## src/rtl/harris_pkg.sv

```systemverilog
// Shared definitions for the image streaming path: controller states and slot timing.
package harris_pkg;

  typedef enum logic [1:0] {
    IDLE = 2'd0,
    LOAD = 2'd1,
    DONE = 2'd2
  } state_t;

  // Number of consecutive cycles each pixel is presented to the main controller.
  localparam int unsigned SLOT_LEN = 2;

endpackage

```

## src/rtl/pixel_fifo.sv

```systemverilog
// Small power-of-two input buffer; push is ignored when full, pop is ignored when empty.
module pixel_fifo #(
  parameter int pixelWidth = 8,
  parameter int FIFO_DEPTH = 4,
  localparam int AW = $clog2(FIFO_DEPTH)
) (
  input  logic                  clk,
  input  logic                  rst,
  input  logic                  push,
  input  logic                  pop,
  input  logic [pixelWidth-1:0] din,
  output logic [pixelWidth-1:0] dout,
  output logic                  full,
  output logic                  empty,
  output logic [AW:0]           count
);
  import harris_pkg::*;

  localparam int CW = AW + 1;

  logic [pixelWidth-1:0] mem_q [FIFO_DEPTH];
  logic [pixelWidth-1:0] mem_d [FIFO_DEPTH];
  logic [AW-1:0]         wr_ptr_q, wr_ptr_d;
  logic [AW-1:0]         rd_ptr_q, rd_ptr_d;
  logic [AW:0]           count_q, count_d;
  logic                  do_push;
  logic                  do_pop;

  assign full    = (count_q == CW'(FIFO_DEPTH));
  assign empty   = (count_q == '0);
  assign count   = count_q;
  assign dout    = mem_q[rd_ptr_q];
  assign do_push = push && !full;
  assign do_pop  = pop && !empty;

  // Next storage, pointer and occupancy values for this cycle's push/pop.
  always_comb begin
    mem_d    = mem_q;
    wr_ptr_d = wr_ptr_q;
    rd_ptr_d = rd_ptr_q;
    count_d  = count_q;
    if (do_push) begin
      mem_d[wr_ptr_q] = din;
      wr_ptr_d        = wr_ptr_q + AW'(1);
    end
    if (do_pop) begin
      rd_ptr_d = rd_ptr_q + AW'(1);
    end
    case ({do_push, do_pop})
      2'b10:   count_d = count_q + CW'(1);
      2'b01:   count_d = count_q - CW'(1);
      default: count_d = count_q;
    endcase
  end

  // Buffer state registers; reset flushes the buffer.
  always_ff @(posedge clk or posedge rst) begin
    if (rst) begin
      mem_q    <= '{default: '0};
      wr_ptr_q <= '0;
      rd_ptr_q <= '0;
      count_q  <= '0;
    end else begin
      mem_q    <= mem_d;
      wr_ptr_q <= wr_ptr_d;
      rd_ptr_q <= rd_ptr_d;
      count_q  <= count_d;
    end
  end

endmodule

```

## src/rtl/image_streamer.sv

```systemverilog
// Streams one N*N frame of buffered pixels to the main controller, two cycles per pixel.
module image_streamer #(
  parameter int N          = 8,
  parameter int pixelWidth = 8,
  parameter int bitSize    = $clog2(N * N),
  parameter int FIFO_DEPTH = 4
) (
  input  logic                  clk,
  input  logic                  rst,
  input  logic                  start,
  input  logic                  s_valid,
  input  logic [pixelWidth-1:0] s_data,
  output logic                  s_ready,
  output logic                  we,
  output logic [pixelWidth-1:0] data_out,
  output logic [bitSize-1:0]    pixel_idx,
  output logic                  busy,
  output logic                  frame_done,
  output logic [15:0]           stall_cnt
);
  import harris_pkg::*;

  localparam int unsigned PHASE_W = (SLOT_LEN > 1) ? $clog2(SLOT_LEN) : 1;
  localparam int unsigned CW      = $clog2(FIFO_DEPTH) + 1;
  localparam logic [PHASE_W-1:0] LAST_PHASE = PHASE_W'(SLOT_LEN - 1);
  localparam logic [bitSize-1:0] LAST_IDX   = bitSize'(N * N - 1);

  logic [pixelWidth-1:0] fifo_dout;
  logic                  fifo_full;
  logic                  fifo_empty;
  logic [CW-1:0]         fifo_count;
  logic                  fifo_push;
  logic                  fifo_pop;

  state_t                state_q, state_d;
  logic                  we_q, we_d;
  logic [pixelWidth-1:0] data_out_q, data_out_d;
  logic [bitSize-1:0]    pixel_idx_q, pixel_idx_d;
  logic [PHASE_W-1:0]    phase_q, phase_d;
  logic                  busy_q, busy_d;
  logic                  frame_done_q, frame_done_d;
  logic [15:0]           stall_cnt_q, stall_cnt_d;

  // Acceptance depends only on occupancy, never on this cycle's pop.
  assign s_ready   = !fifo_full;
  assign fifo_push = s_valid && !fifo_full;

  pixel_fifo #(
    .pixelWidth (pixelWidth),
    .FIFO_DEPTH (FIFO_DEPTH)
  ) u_fifo (
    .clk   (clk),
    .rst   (rst),
    .push  (fifo_push),
    .pop   (fifo_pop),
    .din   (s_data),
    .dout  (fifo_dout),
    .full  (fifo_full),
    .empty (fifo_empty),
    .count (fifo_count)
  );

  assign we         = we_q;
  assign data_out   = data_out_q;
  assign pixel_idx  = pixel_idx_q;
  assign busy       = busy_q;
  assign frame_done = frame_done_q;
  assign stall_cnt  = stall_cnt_q;

  // Next controller state: slot sequencing, boundary pops and stall accounting.
  always_comb begin
    state_d      = state_q;
    we_d         = we_q;
    data_out_d   = data_out_q;
    pixel_idx_d  = pixel_idx_q;
    phase_d      = phase_q;
    busy_d       = busy_q;
    frame_done_d = 1'b0;
    stall_cnt_d  = stall_cnt_q;
    fifo_pop     = 1'b0;
    case (state_q)
      IDLE: begin
        if (start) begin
          state_d     = LOAD;
          busy_d      = 1'b1;
          stall_cnt_d = '0;
          pixel_idx_d = '0;
          phase_d     = '0;
          if (!fifo_empty) begin
            fifo_pop   = 1'b1;
            we_d       = 1'b1;
            data_out_d = fifo_dout;
          end else begin
            we_d = 1'b0;
          end
        end
      end
      LOAD: begin
        if (we_q && (phase_q != LAST_PHASE)) begin
          phase_d = phase_q + PHASE_W'(1);
        end else if (we_q && (pixel_idx_q == LAST_IDX)) begin
          state_d      = DONE;
          we_d         = 1'b0;
          frame_done_d = 1'b1;
          pixel_idx_d  = '0;
          phase_d      = '0;
          busy_d       = 1'b0;
        end else begin
          // The index advances when a slot ends, so a stall shows the upcoming index.
          if (we_q) begin
            pixel_idx_d = pixel_idx_q + bitSize'(1);
          end
          if (!fifo_empty) begin
            fifo_pop   = 1'b1;
            we_d       = 1'b1;
            data_out_d = fifo_dout;
            phase_d    = '0;
          end else begin
            we_d = 1'b0;
            if (stall_cnt_q != '1) begin
              stall_cnt_d = stall_cnt_q + 16'd1;
            end
          end
        end
      end
      DONE: begin
        state_d = IDLE;
      end
      default: begin
        state_d = IDLE;
      end
    endcase
  end

  // Controller state and registered outputs.
  always_ff @(posedge clk or posedge rst) begin
    if (rst) begin
      state_q      <= IDLE;
      we_q         <= 1'b0;
      data_out_q   <= '0;
      pixel_idx_q  <= '0;
      phase_q      <= '0;
      busy_q       <= 1'b0;
      frame_done_q <= 1'b0;
      stall_cnt_q  <= '0;
    end else begin
      state_q      <= state_d;
      we_q         <= we_d;
      data_out_q   <= data_out_d;
      pixel_idx_q  <= pixel_idx_d;
      phase_q      <= phase_d;
      busy_q       <= busy_d;
      frame_done_q <= frame_done_d;
      stall_cnt_q  <= stall_cnt_d;
    end
  end

  a_fifo_empty_consistent : assert property (@(posedge clk) disable iff (rst)
    fifo_empty == (fifo_count == '0));
  a_fifo_full_consistent : assert property (@(posedge clk) disable iff (rst)
    fifo_full == (fifo_count == CW'(FIFO_DEPTH)));

endmodule

```

## config.mk

```make
export PLATFORM = sky130hd
export DESIGN_NAME = image_streamer
export DESIGN_NICKNAME = d
export VERILOG_FILES = /design/src/rtl/harris_pkg.sv /design/src/rtl/pixel_fifo.sv /design/src/rtl/image_streamer.sv
export SDC_FILE = /design/constraint.sdc
export NUM_CORES = 1
export LEC_CHECK = 0
export CAP_MARGIN = 20
export CORE_ASPECT_RATIO = 1.2
export CORE_UTILIZATION = 50
export CTS_CLUSTER_DIAMETER = 30
export DETAILED_ROUTE_END_ITERATION = 8
export GPL_ROUTABILITY_DRIVEN = 0
export PLACE_DENSITY = 0.79
export SYNTH_ARGS = -nofsm -noshare
export SYNTH_HDL_FRONTEND = slang
export SYNTH_SLANG_ARGS = --single-unit
```

## constraint.sdc

```tcl
create_clock -name clk -period 2.7 [get_ports clk]
set_input_delay 0.54 -clock clk [delete_from_list [all_inputs] [get_ports clk]]
set_output_delay 0.54 -clock clk [all_outputs]
set_load 0.01 [all_outputs]
```

==> metrics.md, run 1 <==
| Metric | Value |
|---|---|
| FILL cells | 532 |
| Fin area | 0.00441 sq mm |
| Layout cells sized above 1 | 20.8% |
| Die Y | 94.9 microns |
| Final wirelength | 7.28 mm |
| Worst slew margin | 58.3% |
| Area occupied by registers | 0.00188 sq mm |
| Startpoint Class | flip-flop |
| Yosys top cell area share | 52.2% |
| Switching share of total power | 36.5% |
| #FFs+latches synth | 75 |
| H-tree depth | 3 |
| Global-route wire length before repair | 12.6 mm |
| Vias | 2656 |
| Chip Width | 79.4 microns |
| Final hold vios | 0 |
| Row count | 33 |
| Final Non-Filler Cells | 452 |
| Ports | 46 |
| Max Buffers Root-to-Sink | 2 |
| Critical hold path startpoint | u_fifo.mem_q[28]$_DFFE_PP0P_ |
| Arrival time worst endpoint | 2.65 ns |
| CP top delay family | adder cells |
| Post-synth top cells | 75 x dfrtp_1, 41 x mux2_2, 23 x o21ai_0 |
| Nets | 380 |
| Critical Path, Cell by Cell | ha_1 -> nand3_1 -> o211ai_1 -> o21ai_0 -> nand2_1 -> inv_1 -> ha_1 -> inv_1 -> fa_1 -> xor2_1 -> nor2_1 -> xor2_1 |
| Pleak | 1.84 nW |
| Total grt overflow | 0 |
| Drt drc | 0 |
| Status | completed |
| Clk pwr share | 16.7% |
| CTS buffer count | 9 |
| Post-synthesis cell count | 305 |
| RR Endpoint | u_fifo.count[2]$_DFFE_PP0P_ |
| EDFF count, synth | 0 |
| Largest net degree at the start of global routing | 76 |
| Diode count | 0 |
| Seq/Total Area, Yosys | 52.2% |
| Synth top area cells | dfrtp_1 52%, mux2_2 13%, mux4_2 5.0% |
| Port bufs | 45 |
| Crit path kind | flip-flop to flip-flop |
| R2r startpoint | pixel_idx[0]$_DFFE_PP0P_ |
| Avg Inst Size Synth | 11.8 sq um |
| Required @ worst endpoint | 2.97 ns |
| Synth area leader | dfrtp_1 |
| Synth warn | 0 |
| CP max-delay cell | dfrtp_1 |
| VDD IR max | 673 uV |
| Max Fclk | 420 MHz |
| CP Capture Type | flip-flop |
| RSZ-0062 raised after global routing | false |
| Overall Global Routing Usage | 22.1% |
| Int Pwr | 3.49 mW |
| Reg2Reg Depth | 12 |
| First-pass detailed-route iteration total | 4 |
| Endpoint, Worst Hold | u_fifo.mem_q[28]$_DFFE_PP0P_ |
| CP Max Fanout | 4 |
| Sink Count | 75 |
| Worst slew pin tran | 0.625 ns |
| Syn Nets | 325 |
| Max-slew violation count | 0 |
| Clk root buf | clkbuf_8 |
| Initial antenna violation count | 0 |
| Endpoints failing setup | 0 |
| Crit-path max cell delay | 0.42 ns |
| Worst skew pair latency | 0.35 ns |
| Main synth FF type | dfrtp_1 |
| Final period utilization | 88.2% |
| Number of global-route vias before repair | 2645 |
| HPWL after DPL | 5.02 mm |
| Share of async-settable or async-resettable flops after synthesis | 100% |
| Smallest hold slack | 0.509 ns |
| Crit path time final | 2.38 ns |
| Clock-pin slew on the worst setup and hold paths | 0.09 ns |
| Net switching power | 2.00 mW |
| PD cells | 1250 mW/mm^2 |
| Wire per inst | 16.1 microns |
| Power share of the combinational group | 43.9% |
| Seq pwr share | 39.4% |
| Most common cell in the netlist | dfrtp_1 |
| # hold bufs at CTS | 0 |
| Starting Density | 52.2% |
| Total Neg Setup Slack | 0 ns |
| DRT antenna net count | 0 |
| CTS tree | built |
| Area growth from synthesis to layout | 22.6% |
| 1st-iter DRT viols | 115 |
| CORE AREA | 0.00690 sq mm |
| Dpl cells | 436 |
| Buf/Inv on CP | 2 |
| Count of cell types in the netlist | 42 |
| Synthesized area | 0.00360 sq mm |
| Worst R2R Setup Slack | 0.32 ns |
| CTS resizes | 0 |
| Pwr Total | 5.50 mW |
| Maxcap violations | 0 |
| Die area | 0.00754 sq mm |
| Placed inst area | 0.00420 sq mm |
| Hold Path Class | flip-flop to flip-flop |
| Hold Crit Depth | 1 |
| Footprint of the multi-input gates | 0.00163 sq mm |
| Clock Skew | 0.0115 ns |
| Drt via density | 5.88 |
| Stages on the worst setup path | 12 |
| Setup Fix Bufs, Post-CTS | 0 |
-- logic make-up after synthesis --
| kind of cell | after synthesis | share of synthesized area [%] |
|---|---|---|
| multiplexers | 51 | 18.4 |
| AO/OA/AOI/OAI | 62 | 10.8 |
| AND/OR/NAND/NOR | 80 | 11.6 |
| flip-flops | 75 | 52.2 |
| adder cells (fa/ha/maj) | 8 | 2.99 |
| XOR/XNOR | 6 | 1.46 |
| buffers and inverters | 23 | 2.51 |
-- worst register-to-register path, delay by kind of cell (launching register included) --
kind | cells | cell delay [ns]
simple gates | 3 | 0.36
xor+xnor | 2 | 0.34
buf+inv | 2 | 0.13
flops | 1 | 0.42
fa+ha+maj | 3 | 0.79
compound gates | 2 | 0.28
-- flip-flops by register name (all words and copies together), names as in the netlist, 2 cells and up --
signal	cells
pixel_idx	6
stall_cnt	16
data_out	8
u_fifo.wr_ptr_q	2
u_fifo.mem_q	32
u_fifo.count	3
u_fifo.rd_ptr_q	2
state_q	2
-- how the worst max path moves through the flow --
stage / from / endpoint
floorplan: pixel_idx[0]$_DFFE_PP0P_ / u_fifo.count[2]$_DFFE_PP0P_
global placement: start / u_fifo.count[2]$_DFFE_PP0P_
detailed placement: start / u_fifo.count[2]$_DFFE_PP0P_
CTS: pixel_idx[0]$_DFFE_PP0P_ / u_fifo.count[2]$_DFFE_PP0P_
global route: pixel_idx[0]$_DFFE_PP0P_ / u_fifo.count[2]$_DFFE_PP0P_
finish: pixel_idx[0]$_DFFE_PP0P_ / u_fifo.count[2]$_DFFE_PP0P_
-- per-stage QoR --
stage / utilization (%) / setup WS, ns
finish: 63.9 / 0.317
global route: 63.9 / 0.0943
CTS: 63.9 / 0.308
detailed placement: 60.9 / 0.00380
global placement: 60.9 / 0.109
floorplan: - / 0.0317
-- cells in the final DEF (no fill, tap or decap), drive strengths merged, types with 2 or more instances in the layout --
cell / synthesis / final
and3: 4 / 4
or4: 3 / 3
nand2: 16 / 16
nor2b: 3 / 3
o211ai: 5 / 5
mux2i: 2 / 2
xnor2: 4 / 4
nor4: 3 / 3
or3: 2 / 2
a22o: 2 / 2
nand4: 6 / 6
a31oi: 7 / 7
a21boi: 2 / 2
mux4: 8 / 8
o21ai: 23 / 23
nor3: 9 / 9
clkdlybuf4s50: 0 / 45
clkbuf: 7 / 9
buf: 4 / 10
o22ai: 2 / 2
o31ai: 2 / 2
ha: 7 / 7
nor2: 8 / 8
o41ai: 2 / 2
inv: 12 / 17
nand2b: 4 / 4
and2: 2 / 2
xor2: 2 / 2
mux2: 41 / 41
a21o: 4 / 4
o21a: 3 / 3
dfrtp: 75 / 75
a21oi: 7 / 7
nand3: 17 / 17
-- power by group through the flow --
stage                     combinational, mW  sequential [mW]  clock (mW)
after floorplan                        1.57             2.09           0
after global placement                 2.34             2.14           0
after detailed placement               2.42             2.18           0
after CTS                              2.43             2.16       0.943
after global routing                   2.66             2.24       0.999
final                                  2.41             2.17       0.919
-- per-layer routing --
metal / global-route usage (%) / share of wire [%] / wire length [microns] / vias up
li1: - / - / - / 1234
met1: 27.8 / 43 / 3160 / 1343
met2: 36.1 / 52 / 3760 / 71
met3: 5.22 / 3.9 / 283 / 8
met4: 10.3 / 1.1 / 81 / 0
met5: 0 / 0 / 0 / -
-- layout make-up --
cell class	count	share of cell area, %
repair buffers	55	12.2
inverters	12	1.02
multi-input cells	207	36.9
flip-flops and latches	75	42.6
clock buffers	9	2.81
clock inverters	7	1.99
well taps	87	2.47
Power figures use the tool's default switching activity.
==> inputs of run 2 (changes only) <==
==> constraint.sdc (replaced) <==
create_clock -name clk -period 2.7 [get_ports clk]
set_input_delay 0.54 -clock clk [delete_from_list [all_inputs] [get_ports clk]]
set_output_delay 0.54 -clock clk [all_outputs]
set_load 0.05 [all_outputs]
==> metrics.md, run 2 (same netlist as run 1, synthesis figures left out) <==
| Metric | Value |
|---|---|
| Status | completed |
| Final wirelength | 7.28 mm (about the same) |
| Smallest hold slack | 0.504 ns (-0.00467 ns) |
| RSZ-0062 raised after global routing | false |
| Core Util, Final | 63.6% (-0.34 points) |
| Nets | 378 (-0.53%) |
| Clock-pin slew on the worst setup and hold paths | 0.08 ns (about the same) |
| Arrival time worst endpoint | 2.66 ns (about the same) |
| Max reg flops | 32 (unchanged) |
| Layout cells sized above 1 | 21.5% (+0.67 points) |
| Drt drc | 0 (unchanged) |
| Worst skew pair latency | 0.35 ns (about the same) |
| Final hold vios | 0 (unchanged) |
| Final Non-Filler Cells | 450 (-0.44%) |
| Pwr Total | 6.08 mW (+11%) |
| Total grt overflow | 0 (unchanged) |
| Diode count | 0 (unchanged) |
| CP Max Fanout | 7 (+3) |
| Crit path time final | 2.38 ns (+0.000425 ns) |
| Starting Density | 52.2% (unchanged) |
| Worst slew margin | 53.6% (-4.7 points) |
| Hold Path Class | flip-flop to flip-flop |
| CTS buffer count | 9 (unchanged) |
| Area growth from synthesis to layout | 22.0% |
| Most frequent cells in the layout | 72 x dfrtp_1, 45 x clkdlybuf4s50_1, 41 x mux2_2 |
| Chip Width | 79.4 microns (unchanged) |
| HPWL after DPL | 5.02 mm (about the same) |
| VDD IR max | 763 uV (+13%) |
| Required @ worst endpoint | 2.97 ns (about the same) |
| Clock Skew | 0.0111 ns (-0.000433 ns) |
| Overall Global Routing Usage | 21.7% (-0.37 points) |
| Startpoint Class | flip-flop |
| Max Fclk | 420 MHz (about the same) |
| Max-slew violation count | 0 (unchanged) |
| Most common cell after layout, fill and taps aside | dfrtp_1 |
| Setup Fix Bufs, Post-CTS | 0 (unchanged) |
| CTS resizes | 0 (unchanged) |
| H-tree depth | 3 (unchanged) |
| Number of global-route vias before repair | 2633 (-0.45%) |
| CP Capture Type | flip-flop |
| CTS tree | built |
| Port bufs | 45 (unchanged) |
| Die Y | 94.9 microns (unchanged) |
| DRT antenna net count | 0 (unchanged) |
| Ports | 46 (unchanged) |
| Initial antenna violation count | 0 (unchanged) |
| Endpoints failing setup | 0 (unchanged) |
| Dpl cells | 434 (-0.46%) |
| Largest net degree at the start of global routing | 76 (unchanged) |
| Final period utilization | 88.3% (about the same) |
| Sink Count | 75 (unchanged) |
| Clk root buf | clkbuf_8 |
| Wire per inst | 16.2 microns (+0.43%) |
| Worst slew pin tran | 0.691 ns (+0.0650 ns) |
| Pleak | 1.82 nW (-1.5%) |
| Maxcap violations | 0 (unchanged) |
| Die area | 0.00754 sq mm (unchanged) |
| Crit path kind | flip-flop to flip-flop |
| PD cells | 1390 mW/mm^2 (+11%) |
| Vias | 2659 (+0.11%) |
| First-pass detailed-route iteration total | 4 (unchanged) |
| FILL cells | 542 (+1.9%) |
| Global-route wire length before repair | 12.4 mm (-1.8%) |
| Row count | 33 (unchanged) |
| CORE AREA | 0.00690 sq mm (unchanged) |
| # hold bufs at CTS | 0 (unchanged) |
| Max Buffers Root-to-Sink | 2 (unchanged) |
| 1st-iter DRT viols | 123 (+7.0%) |
| Total Neg Setup Slack | 0 ns (unchanged) |
| Top reg by flops | u_fifo.mem_q |
| Drt via density | 5.91 (+0.56%) |
-- run 2: per-stage QoR --
step                      instance area [sq um]  setup WS, ns
after floorplan                            3610       0.00478
after global placement                     4200         0.180
after detailed placement                   4200         0.150
after CTS                                  4390         0.322
after global routing                       4390         0.119
final                                      4390         0.317
-- run 2: critical path, stage by stage (launching register included) --
cell and delay, ns:
dfrtp_2 0.45, ha_4 0.17, nand3_1 0.21, o211ai_1 0.15, o21ai_1 0.14, nand2_1 0.09
inv_1 0.08, ha_1 0.18, inv_1 0.06, fa_1 0.37, xor2_1 0.15, nor2_1 0.10
xor2_1 0.15
-- run 2: routing by layer --
metal | global-route usage [%] | vias to the layer above | routed length, microns | part of all wire (%)
met5 | 0 | - | 0 | 0
met2 | 35.4 | 75 | 3680 | 51
li1 | - | 1245 | - | -
met3 | 5.60 | 4 | 301 | 4.1
met1 | 27.7 | 1335 | 3240 | 45
met4 | 8.48 | 0 | 59 | 0.81
-- run 2: layout make-up --
cell class | instances | area [sq um] | area share [%]
tap | 87 | 109 | 2.48
inverter | 12 | 45.0 | 1.03
multi-input combinational | 207 | 1640 | 37.4
clock buffer | 9 | 124 | 2.82
sequential | 75 | 1880 | 42.9
timing repair buffer | 53 | 523 | 11.9
clock inverter | 7 | 62.6 | 1.43
-- run 2: final timing paths --
check | startpoint | end | slack [ns] | cells after the start
min in group asynchronous | rst | pixel_idx[0]$_DFFE_PP0P_ | 0.58 | 3
min | u_fifo.mem_q[4]$_DFFE_PP0P_ | u_fifo.mem_q[4]$_DFFE_PP0P_ | 0.50 | 1
max reg2reg | pixel_idx[0]$_DFFE_PP0P_ | u_fifo.count[2]$_DFFE_PP0P_ | 0.32 | 12
min reg2reg | u_fifo.mem_q[4]$_DFFE_PP0P_ | u_fifo.mem_q[4]$_DFFE_PP0P_ | 0.50 | 1
max | pixel_idx[0]$_DFFE_PP0P_ | u_fifo.count[2]$_DFFE_PP0P_ | 0.32 | 12
max in group asynchronous | rst | u_fifo.mem_q[4]$_DFFE_PP0P_ | 1.80 | 3
-- run 2: power breakdown --
group,internal (mW),switching [mW],leakage [nW],total (mW)
sequential,1.67,0.507,0.873,2.18
clock,0.354,0.464,0.0931,0.818
combinational,1.38,1.71,0.849,3.09
total,3.40,2.68,1.82,6.08
